===== config.mk =====
export PLATFORM = sky130hd
export DESIGN_NAME = multi_lane_hit_scorer_flat
export DESIGN_NICKNAME = d
export VERILOG_FILES = /design/src/rtl/multi_lane_hit_scorer_pkg.sv /design/src/rtl/multi_lane_hit_scorer_if.sv /design/src/rtl/multi_lane_hit_scorer_lane_judge.sv /design/src/rtl/multi_lane_hit_scorer.sv /design/src/flat_wrapper.sv
export SDC_FILE = /design/constraint.sdc
export NUM_CORES = 1
export LEC_CHECK = 0
export BUFFER_PORTS_ARGS = -buffer_cell sky130_fd_sc_hd__buf_4
export CAP_MARGIN = 20
export CORE_MARGIN = 2
export CORE_UTILIZATION = 39
export CTS_CLUSTER_DIAMETER = 50
export DETAILED_ROUTE_END_ITERATION = 16
export PLACE_DENSITY = 0.56
export SYNTH_ARGS = -nofsm -noshare
export SYNTH_HDL_FRONTEND = slang
export SYNTH_SLANG_ARGS = --single-unit

===== constraint.sdc =====
create_clock -name clk -period 16.1 [get_ports clk]
set_input_delay 0 -clock clk [delete_from_list [all_inputs] [get_ports clk]]
set_output_delay 0 -clock clk [all_outputs]
set_load 0.05 [all_outputs]

===== src/rtl/multi_lane_hit_scorer_pkg.sv =====
// hit_scorer_pkg: shared lane/grade types and packed-BCD helpers for the multi-lane hit scorer.
package hit_scorer_pkg;
  typedef enum logic [1:0] {IDLE, OPEN, DONE} lane_state_t;
  typedef enum logic [1:0] {G_NONE, G_OK, G_GOOD, G_PERFECT} grade_t;
  localparam logic [15:0] BCD_MAX = 16'h9999;
  function automatic logic [7:0] bin_to_bcd8(input logic [7:0] b);
    return b > 8'd99 ? 8'h99 : {4'(b / 8'd10), 4'(b % 8'd10)};
  endfunction
  // Ripple the decimal carry through all four digits in one cycle; overflow pins at 9999.
  function automatic logic [15:0] bcd_add_sat16(input logic [15:0] a, input logic [15:0] b);
    logic [15:0] r;
    logic [4:0] s;
    logic c;
    r = '0;
    c = 1'b0;
    for (int i = 0; i < 4; i++) begin
      s = {1'b0, a[4*i +: 4]} + {1'b0, b[4*i +: 4]} + {4'd0, c};
      c = s > 5'd9;
      r[4*i +: 4] = c ? 4'(s - 5'd10) : s[3:0];
    end
    return c ? BCD_MAX : r;
  endfunction
endpackage


===== src/rtl/multi_lane_hit_scorer_if.sv =====
// multi_lane_hit_scorer_if: control, lane event and score display bundle of the hit scorer.
interface multi_lane_hit_scorer_if #(parameter int NUM_LANES = 5);
  logic en;
  logic clear;
  logic [NUM_LANES-1:0] note_arrive;
  logic [NUM_LANES-1:0] pushed;
  logic [15:0] num_hits;
  logic [15:0] num_misses;
  logic [15:0] combo;
  logic [15:0] max_combo;
  logic [NUM_LANES-1:0] hit_pulse;
  logic [NUM_LANES-1:0] miss_pulse;
  logic [1:0] last_grade;
  modport master (
    output en, clear, note_arrive, pushed,
    input num_hits, num_misses, combo, max_combo, hit_pulse, miss_pulse, last_grade
  );
  modport slave (
    input en, clear, note_arrive, pushed,
    output num_hits, num_misses, combo, max_combo, hit_pulse, miss_pulse, last_grade
  );
endinterface


===== src/rtl/multi_lane_hit_scorer_lane_judge.sv =====
// lane_judge: one lane's hit window FSM, window counter and timing grader.
module lane_judge
  import hit_scorer_pkg::*;
#(
  parameter int WIN_LEN      = 2200000,
  parameter int PERFECT_HALF = 200000,
  parameter int GOOD_HALF    = 650000,
  parameter int GHOST_MISS   = 1
) (
  input  logic   clk,
  input  logic   n_rst,
  input  logic   en,
  input  logic   arrive,
  input  logic   push,
  output logic   hit,
  output logic   miss,
  output grade_t grade
);
  localparam int CNT_W = $clog2(WIN_LEN);
  localparam logic [CNT_W-1:0] LAST = CNT_W'(WIN_LEN - 1);
  localparam logic [CNT_W-1:0] CENTRE = CNT_W'(WIN_LEN / 2);
  localparam logic [CNT_W-1:0] PH = CNT_W'(PERFECT_HALF);
  localparam logic [CNT_W-1:0] GH = CNT_W'(GOOD_HALF);
  localparam logic [1:0] S_IDLE = IDLE;
  localparam logic [1:0] S_OPEN = OPEN;
  localparam logic [1:0] S_DONE = DONE;
  logic [1:0] st;
  logic [CNT_W-1:0] cnt;
  logic [CNT_W-1:0] pos;
  logic [CNT_W-1:0] d;
  logic opening;
  // An arrival on an idle or finished lane opens a fresh window that a same-cycle push grades at count 0.
  always_comb begin
    opening = arrive && st != S_OPEN;
    pos = opening ? '0 : cnt;
    d = pos > CENTRE ? pos - CENTRE : CENTRE - pos;
    hit = en && push && (st == S_OPEN || opening);
    miss = en && !hit && (st == S_OPEN ? (arrive || cnt == LAST) : (st == S_IDLE && push && GHOST_MISS != 0));
    grade = !hit ? G_NONE : d <= PH ? G_PERFECT : d <= GH ? G_GOOD : G_OK;
  end
  always_ff @(posedge clk) begin
    if (!n_rst) begin
      st <= S_IDLE;
      cnt <= '0;
    end else if (en) begin
      if (arrive) begin
        st <= (hit && opening) ? S_DONE : S_OPEN;
        cnt <= '0;
      end else if (st != S_IDLE) begin
        st <= cnt == LAST ? S_IDLE : hit ? S_DONE : st;
        cnt <= cnt == LAST ? '0 : cnt + 1'b1;
      end
    end
  end
endmodule


===== src/rtl/multi_lane_hit_scorer.sv =====
// multi_lane_hit_scorer: grades per-lane presses against note windows and keeps BCD score, misses and combos.
module multi_lane_hit_scorer
  import hit_scorer_pkg::*;
#(
  parameter int NUM_LANES    = 5,
  parameter int WIN_LEN      = 2200000,
  parameter int PERFECT_HALF = 200000,
  parameter int GOOD_HALF    = 650000,
  parameter int PTS_PERFECT  = 5,
  parameter int PTS_GOOD     = 3,
  parameter int PTS_OK       = 1,
  parameter int GHOST_MISS   = 1
) (
  input logic clk,
  input logic n_rst,
  multi_lane_hit_scorer_if.slave bus
);
  localparam logic [7:0] P_PERF = 8'(PTS_PERFECT);
  localparam logic [7:0] P_GOOD = 8'(PTS_GOOD);
  localparam logic [7:0] P_OK = 8'(PTS_OK);
  logic [NUM_LANES-1:0] hit;
  logic [NUM_LANES-1:0] miss;
  grade_t grade [NUM_LANES];
  logic [7:0] h;
  logic [7:0] m;
  logic [7:0] p;
  grade_t g;
  logic [15:0] new_combo;
  for (genvar i = 0; i < NUM_LANES; i++) begin : g_lane
    lane_judge #(
      .WIN_LEN(WIN_LEN), .PERFECT_HALF(PERFECT_HALF), .GOOD_HALF(GOOD_HALF), .GHOST_MISS(GHOST_MISS)
    ) u_lane (
      .clk(clk), .n_rst(n_rst), .en(bus.en), .arrive(bus.note_arrive[i]), .push(bus.pushed[i]),
      .hit(hit[i]), .miss(miss[i]), .grade(grade[i])
    );
  end
  // Walking lanes from the top down leaves the lowest-index hit's grade in g.
  always_comb begin
    h = '0;
    m = '0;
    p = '0;
    g = G_NONE;
    for (int i = NUM_LANES - 1; i >= 0; i--) begin
      h = h + 8'(hit[i]);
      m = m + 8'(miss[i]);
      p = p + (!hit[i] ? 8'd0 : grade[i] == G_PERFECT ? P_PERF : grade[i] == G_GOOD ? P_GOOD : P_OK);
      g = hit[i] ? grade[i] : g;
    end
    new_combo = m != 0 ? 16'h0000 : bcd_add_sat16(bus.combo, {8'h00, bin_to_bcd8(h)});
  end
  always_ff @(posedge clk) begin
    if (!n_rst) begin
      bus.hit_pulse <= '0;
      bus.miss_pulse <= '0;
      bus.num_hits <= '0;
      bus.num_misses <= '0;
      bus.combo <= '0;
      bus.max_combo <= '0;
      bus.last_grade <= '0;
    end else begin
      bus.hit_pulse <= hit;
      bus.miss_pulse <= miss;
      if (bus.en && bus.clear) begin
        bus.num_hits <= '0;
        bus.num_misses <= '0;
        bus.combo <= '0;
        bus.max_combo <= '0;
        bus.last_grade <= '0;
      end else if (bus.en) begin
        bus.num_hits <= bcd_add_sat16(bus.num_hits, {8'h00, bin_to_bcd8(p)});
        bus.num_misses <= bcd_add_sat16(bus.num_misses, {8'h00, bin_to_bcd8(m)});
        bus.combo <= new_combo;
        bus.max_combo <= new_combo > bus.max_combo ? new_combo : bus.max_combo;
        bus.last_grade <= h != 0 ? g : bus.last_grade;
      end
    end
  end
endmodule


===== src/flat_wrapper.sv =====
// flat-port wrapper written by rule: the top's interface ports become plain ports
module multi_lane_hit_scorer_flat import hit_scorer_pkg::*;
#(
  parameter int NUM_LANES    = 5,
  parameter int WIN_LEN      = 2200000,
  parameter int PERFECT_HALF = 200000,
  parameter int GOOD_HALF    = 650000,
  parameter int PTS_PERFECT  = 5,
  parameter int PTS_GOOD     = 3,
  parameter int PTS_OK       = 1,
  parameter int GHOST_MISS   = 1
)
  (clk, n_rst, bus_en, bus_clear, bus_note_arrive, bus_pushed, bus_num_hits, bus_num_misses, bus_combo, bus_max_combo, bus_hit_pulse, bus_miss_pulse, bus_last_grade);
  multi_lane_hit_scorer_if #(.NUM_LANES(NUM_LANES)) bus_i ();
  input logic clk;
  input logic n_rst;
  input wire logic [$bits(bus_i.en)-1:0] bus_en;
  input wire logic [$bits(bus_i.clear)-1:0] bus_clear;
  input wire logic [$bits(bus_i.note_arrive)-1:0] bus_note_arrive;
  input wire logic [$bits(bus_i.pushed)-1:0] bus_pushed;
  output wire logic [$bits(bus_i.num_hits)-1:0] bus_num_hits;
  output wire logic [$bits(bus_i.num_misses)-1:0] bus_num_misses;
  output wire logic [$bits(bus_i.combo)-1:0] bus_combo;
  output wire logic [$bits(bus_i.max_combo)-1:0] bus_max_combo;
  output wire logic [$bits(bus_i.hit_pulse)-1:0] bus_hit_pulse;
  output wire logic [$bits(bus_i.miss_pulse)-1:0] bus_miss_pulse;
  output wire logic [$bits(bus_i.last_grade)-1:0] bus_last_grade;
  assign bus_i.en = bus_en;
  assign bus_i.clear = bus_clear;
  assign bus_i.note_arrive = bus_note_arrive;
  assign bus_i.pushed = bus_pushed;
  assign bus_num_hits = bus_i.num_hits;
  assign bus_num_misses = bus_i.num_misses;
  assign bus_combo = bus_i.combo;
  assign bus_max_combo = bus_i.max_combo;
  assign bus_hit_pulse = bus_i.hit_pulse;
  assign bus_miss_pulse = bus_i.miss_pulse;
  assign bus_last_grade = bus_i.last_grade;
  multi_lane_hit_scorer #(.NUM_LANES(NUM_LANES), .WIN_LEN(WIN_LEN), .PERFECT_HALF(PERFECT_HALF), .GOOD_HALF(GOOD_HALF), .PTS_PERFECT(PTS_PERFECT), .PTS_GOOD(PTS_GOOD), .PTS_OK(PTS_OK), .GHOST_MISS(GHOST_MISS)) u_core (.clk(clk), .n_rst(n_rst), .bus(bus_i));
endmodule

==> results of run 1 <==
==> layer usage <==
layer	vias up	part of all wire, %	GRT usage (%)	wire, um
met2	618	46	38.8	26400
met1	8820	45	31.1	26000
met3	117	6.0	4.53	3460
li1	9043	-	-	-
met5	-	0	0	0
met4	0	3.4	10.2	1950
==> layout make-up <==
| cell class | instances | area share [%] |
|---|---|---|
| Multi-Input combinational cell | 2023 | 66.5 |
| Sequential cell | 196 | 19.8 |
| Timing Repair Buffer | 127 | 5.04 |
| Tap cell | 607 | 3.83 |
| Clock buffer | 20 | 2.25 |
| Inverter | 113 | 2.14 |
| Clock inverter | 12 | 0.492 |
==> flip-flops by register name (all words and copies together), names as in the netlist <==
signal,cells
u_core.bus.hit_pulse,5
u_core.g_lane.u_lane.st,10
u_core.bus.combo,16
u_core.bus.last_grade,2
u_core.bus.num_misses,16
u_core.bus.num_hits,16
u_core.g_lane.u_lane.cnt,110
u_core.bus.miss_pulse,5
u_core.bus.max_combo,16
==> power breakdown <==
| group | internal (uW) | switching [uW] | leakage [uW] |
|---|---|---|---|
| Clock | 204 | 216 | 0.000252 |
| Combinational | 60.9 | 119 | 0.00565 |
| Sequential | 492 | 9.96 | 0.00158 |
==> through the flow <==
stage / util (%) / std cells
2_1_floorplan: - / 2490
3_3_place_gp: 41.3 / 3046
3_5_place_dp: 41.3 / 3046
4_1_cts: 42.9 / 3097
5_1_grt: 42.9 / 3098
6_report: 42.9 / 3098
==> Yosys cell counts (all sizes together) (24+ instances only) <==
cell / number
a211oi: 25
a21o: 34
a21oi: 157
a22oi: 26
a31oi: 41
and2: 34
buf: 24
clkbuf: 134
dfxtp: 196
ha: 84
inv: 110
mux2i: 62
nand2: 177
nand2b: 25
nand3: 96
nand4: 55
nor2: 334
nor2b: 31
nor3: 83
nor4: 36
o211ai: 28
o21a: 24
o21ai: 138
or3: 31
xnor2: 102
xor2: 74
==> critical path: cells and delay by family, from the launching register on <==
| kind | cells | cell delay (ps) |
|---|---|---|
| buffers and inverters | 3 | 180 |
| DFF | 1 | 410 |
| muxes | 2 | 520 |
| adders and majority gates | 12 | 4320 |
| xor gates and xnor gates | 4 | 1030 |
| AOI/OAI and AO/OA | 15 | 3810 |
| and+or+nand+nor | 18 | 3740 |
==> layout by cell type (no fill, tap or decap), drive strengths merged, types with 13 or more instances in the layout <==
cell type	n
nor3	83
or4	19
a22oi	26
and2	34
a21oi	157
nor4	36
a211o	13
a31oi	41
clkbuf	20
mux2i	62
dlygate4sd3	19
nor2	334
a21o	34
nand2	177
dfxtp	196
buf	108
or2	16
o31ai	15
xor2	74
or3	31
nor2b	31
nand4	55
o22ai	14
inv	116
nand3	96
ha	84
nand2b	25
a211oi	25
fa	17
o21ai	138
o211ai	28
and3	22
o21a	24
xnor2	102
==> what timing repair did <==
| item | 4_1_cts | 5_1_grt |
|---|---|---|
| endpoints found under the hold margin | 25 | 0 |
| buffers inserted | 0 | 0 |
| hold buffers | 19 | 0 |
==> worst paths after layout <==
path,start,to,cells after the start
worst max-delay path,u_core.g_lane[2].u_lane.st[1],u_core.bus.num_hits[10],54
worst min-delay path,bus_pushed[2],u_core.bus.miss_pulse[2],4
worst max register to register,u_core.g_lane[2].u_lane.st[1],u_core.bus.num_hits[10],54
worst min register to register,u_core.bus.max_combo[1],u_core.bus.max_combo[1],2
==> kinds of logic after synthesis <==
family / count (synthesis) / share of synthesized area (%)
simple gates: 1017 / 28.0
mux: 71 / 3.98
xor+xnor: 176 / 8.49
flops: 196 / 21.6
fa+ha+maj: 101 / 7.66
buf+inv: 271 / 5.84
compound gates: 658 / 24.4
==> flow_summary_export.csv, run 1 <==
group,metric,value,unit
status,status,"complete, no violations",
clocking,clkTransAtPathRegs,80,ps
logic_synthesis,yosys_warnings,0,
pwr,total_power,1100,uW
timing,setup_viol,0,
place,dp_hpwl,43000,um
finish,drive_above_1_share,7.83,%
detailed_routing,drtAntennaViolNets,0,
timing,timing.final.ws_setup,2030,ps
finish,fillers,4713,
hold_path,hold_path_class,"in2reg",
logic_synthesis,synth_top_area_cell,"dfxtp_1",
logic_synthesis,ys_seq_elements,196,
global_routing,grt_first_pass_wirelength,93000,um
place,port_buffers,89,
finish,antenna_cells,0,
logic_synthesis,postSynthAreaPerCell,7.29,um^2
setup_path,start_kind,"flip-flop",
global_routing,grt_max_degree,50,
clocking,ctsResizeCount,0,
setup_path,criticalPathCategory,"reg2reg",
timing,fin_crit,14070,ps
clocking,clock_latency,500,ps
logic_synthesis,synth_area_leaders,"dfxtp_1, nor2_1, ha_1, xnor2_1, a21oi_1",
logic_synthesis,syn_nets,2605,
timing,fin_crit_sh,87.4,%
die,start_util,39.2,%
detailed_routing,wl_per_cell,18.7,um
die,pin_count,90,
pwr,powerDensity,55.5,mW/mm^2
setup_path,cpPeakStageDelay,730,ps
setup_path,cp_slowest_cell,"nor2_1",
timing,tightest_slew,1050,ps
clocking,cts.sinks,196,
die,die_area,0.0483,mm^2
finish,seq_area,0.00392,mm^2
timing,slew_headroom,29.8,%
place,place_ws,2030,ps
timing,rsz0062_at_grt,"false",
logic_synthesis,synth_edf_count,0,
clocking,cts-root-buf,"clkbuf_16",
detailed_routing,vias_per_cell,6.00,
clocking,htree_levels,4,
clocking,numCtsBuffers,17,
die,rows,79,
die,coreArea,0.0463,mm^2
logic_synthesis,syn_area,0.0182,mm^2
run,drv_cap,0,
die,die_h,220,um
die,die_x,220,um
detailed_routing,vias,18600,
timing,max_freq,71.1,MHz
clocking,clk_path_buf_depth,2,
logic_synthesis,syn_inst,2490,
detailed_routing,drc_errors,0,
logic_synthesis,synth_cell_type_count,99,
logic_synthesis,netlist.area_leader.share,21.6,%
pwr,ir_worst_vdd,91.8,uV
global_routing,grt_pass1_vias,17400,
timing,whs,80.4,ps
timing,drv_slew,0,
place,gp_congestion,0.927,
logic_synthesis,synthArstFlopShare,0,%
place,place_area,0.0191,mm^2
global_routing,grt_overflow,0,
setup_path,worst_setup_path_end_kind,"flip-flop",
finish,postLayoutCellArea,0.0198,mm^2
setup_path,worstPathRequired,16540,ps
timing,final.setup.tns,0,ps
logic_synthesis,synth-main-ff-cell,"dfxtp_1",
pwr,p_leak,0.00749,uW
setup_path,worstPathArrival,14510,ps
finish,fin_nets,2593,
setup_path,crit_fanout,21,
detailed_routing,first_iter_violations,1634,
logic_synthesis,seq_area_frac_synth,21.6,%
global_routing,grt_usage,24.0,%
timing,report.final.hold_viol_count,0,
detailed_routing,routed_wl,57900,um
clocking,cts_tree,"built",
setup_path,reg2reg_slack,2030,ps
finish,multi_input_area,0.0132,mm^2
detailed_routing,first_pass_iters,6,
finish,area_growth,9.28,%
global_routing,antenna_found_initial,0,
timing,finClkSkew,14.4,ps
No activity file was read; power rests on OpenSTA's default activity.
==> run 2, diff against run 1 <==
Settings changed: PLACE_DENSITY 0.56 to 0.58.
Clock period 16.1 ns to 12.2 ns, I/O delays scaled along.
==> run 2 against run 1 <==
  * Core utilization up 2.3 points
  * Routed wire length increased by 1.2%
  * Global-route usage is 0.20 points higher
  * Combinational power up 41%
  * Clock power increased by 44%
  * Highest routed layer unchanged
==> flow_summary_export.csv, run 2 (same netlist as run 1, synthesis figures left out) <==
group,metric,value,unit
setup_path,cp_slowest_cell,"or4_4",
timing,setup_viol,0,
detailed_routing,first_pass_iters,6,
place,dp_hpwl,43600,um
setup_path,worst_setup_path_end_kind,"flip-flop",
setup_path,worstPathRequired,12600,ps
finish,antenna_cells,0,
timing,slew_headroom,28.3,%
timing,final.setup.tns,0,ps
clocking,clkTransAtPathRegs,80,ps
timing,finClkSkew,16.7,ps
setup_path,crit_fanout,8,
detailed_routing,vias,19000,
global_routing,grt_pass1_vias,17800,
clocking,clock_latency,510,ps
finish,fin_nets,2682,
die,pin_count,90,
hold_path,hold_path_class,"in2reg",
place,gp_congestion,0.937,
die,die_area,0.0483,mm^2
global_routing,grt_max_degree,50,
timing,report.final.hold_viol_count,0,
timing,fin_crit,11600,ps
finish,final_common_cell,"nor2_1",
timing,max_freq,86.2,MHz
timing,tightest_slew,1080,ps
finish,fillers,4701,
clocking,cts.sinks,196,
pwr,total_power,1520,uW
die,start_util,39.2,%
setup_path,criticalPathCategory,"reg2reg",
finish,area_growth,15.1,%
pwr,ir_worst_vdd,76.8,uV
setup_path,cpPeakStageDelay,620,ps
pwr,p_leak,0.00806,uW
clocking,clk_path_buf_depth,2,
die,die_h,220,um
detailed_routing,routed_wl,58600,um
clocking,cts_tree,"built",
global_routing,antenna_found_initial,0,
die,rows,79,
place,dp.cells,3119,
finish,regMostFlops,"u_core.g_lane.u_lane.cnt",
die,coreArea,0.0463,mm^2
detailed_routing,first_iter_violations,1659,
pwr,powerDensity,72.8,mW/mm^2
clocking,numCtsBuffers,17,
detailed_routing,wl_per_cell,18.4,um
detailed_routing,drc_errors,0,
finish,drive_above_1_share,12.9,%
setup_path,worstPathArrival,12000,ps
run,drv_cap,0,
clocking,htree_levels,4,
status,status,"complete, no violations",
clocking,cts-root-buf,"clkbuf_16",
setup_path,cp_common_cell,"ha_1",
finish,largest_reg_flops,110,
finish,layoutNonFillerInstCount,3187,
finish,layout_common_cells,"nor2_1, buf_4, dfxtp_1",
place,port_buffers,89,
die,die_x,220,um
setup_path,start_kind,"flip-flop",
global_routing,grt_first_pass_wirelength,94100,um
detailed_routing,vias_per_cell,5.97,
global_routing,grt_usage,24.2,%
global_routing,grt_overflow,0,
timing,fin_crit_sh,95.1,%
detailed_routing,drtAntennaViolNets,0,
timing,drv_slew,0,
[run 2: per-layer routing]
layer	vias to the layer above	GRT usage (%)	share of wire (%)
met5	-	0	0
met4	0	8.81	2.7
met3	104	4.69	5.9
met2	638	39.5	46
met1	9069	31.5	45
li1	9224	-	-
[run 2: final timing paths]
kind | end | depth (start not counted) | start | slack, ps
max | u_core.bus.num_hits[8] | 50 | u_core.g_lane[0].u_lane.cnt[16] | 600
min reg2reg | u_core.bus.max_combo[13] | 2 | u_core.bus.max_combo[13] | 530
min | u_core.bus.miss_pulse[2] | 4 | bus_pushed[2] | 60
max reg2reg | u_core.bus.num_hits[8] | 50 | u_core.g_lane[0].u_lane.cnt[16] | 600
[run 2: what timing repair did]
item / in CTS / in global routing
gates resized for setup: 6 / 59
setup endpoints to repair: 13 / 32
hold endpoints to repair: 29 / 0
gates cloned: 0 / 1
buffers inserted: 0 / 14
pin swaps: 0 / 16
hold buffers: 20 / 0
[run 2: final cells by class]
cell class,count,area [um^2],share of cell area (%)
clock buffers,19,443,2.12
clock inverters,13,169,0.808
inverters,113,424,2.03
multi-input cells,2023,13500,64.4
flip-flops and latches,196,3930,18.8
well taps,607,759,3.63
repair buffers,216,1710,8.17
[run 2: power by group]
group	total, uW	switching, uW	internal, uW	leakage (uW)
clock	604	291	314	0.000296
combinational	254	163	91.2	0.00618
sequential	663	13.4	650	0.00159
[run 2: worst max-delay path, delay by kind of cell (launching register included)]
kind	cells	cell delay, ps
AOI/OAI and AO/OA	15	2610
muxes	2	440
buffers and inverters	5	600
xor gates and xnor gates	3	600
adders and majority gates	13	4520
DFF	1	380
and+or+nand+nor	12	2330
[run 2: per-stage QoR]
step	hold WS, ps	setup WS, ps	instance area (um^2)	utilization [%]
after floorplan	177	43.5	18200	-
after global placement	349	172	19700	42.5
after detailed placement	368	-25.3	19700	42.5
after CTS	29.5	71.5	20500	44.3
after global routing	65.1	-38.5	20900	45.2
final	57.3	603	20900	45.2
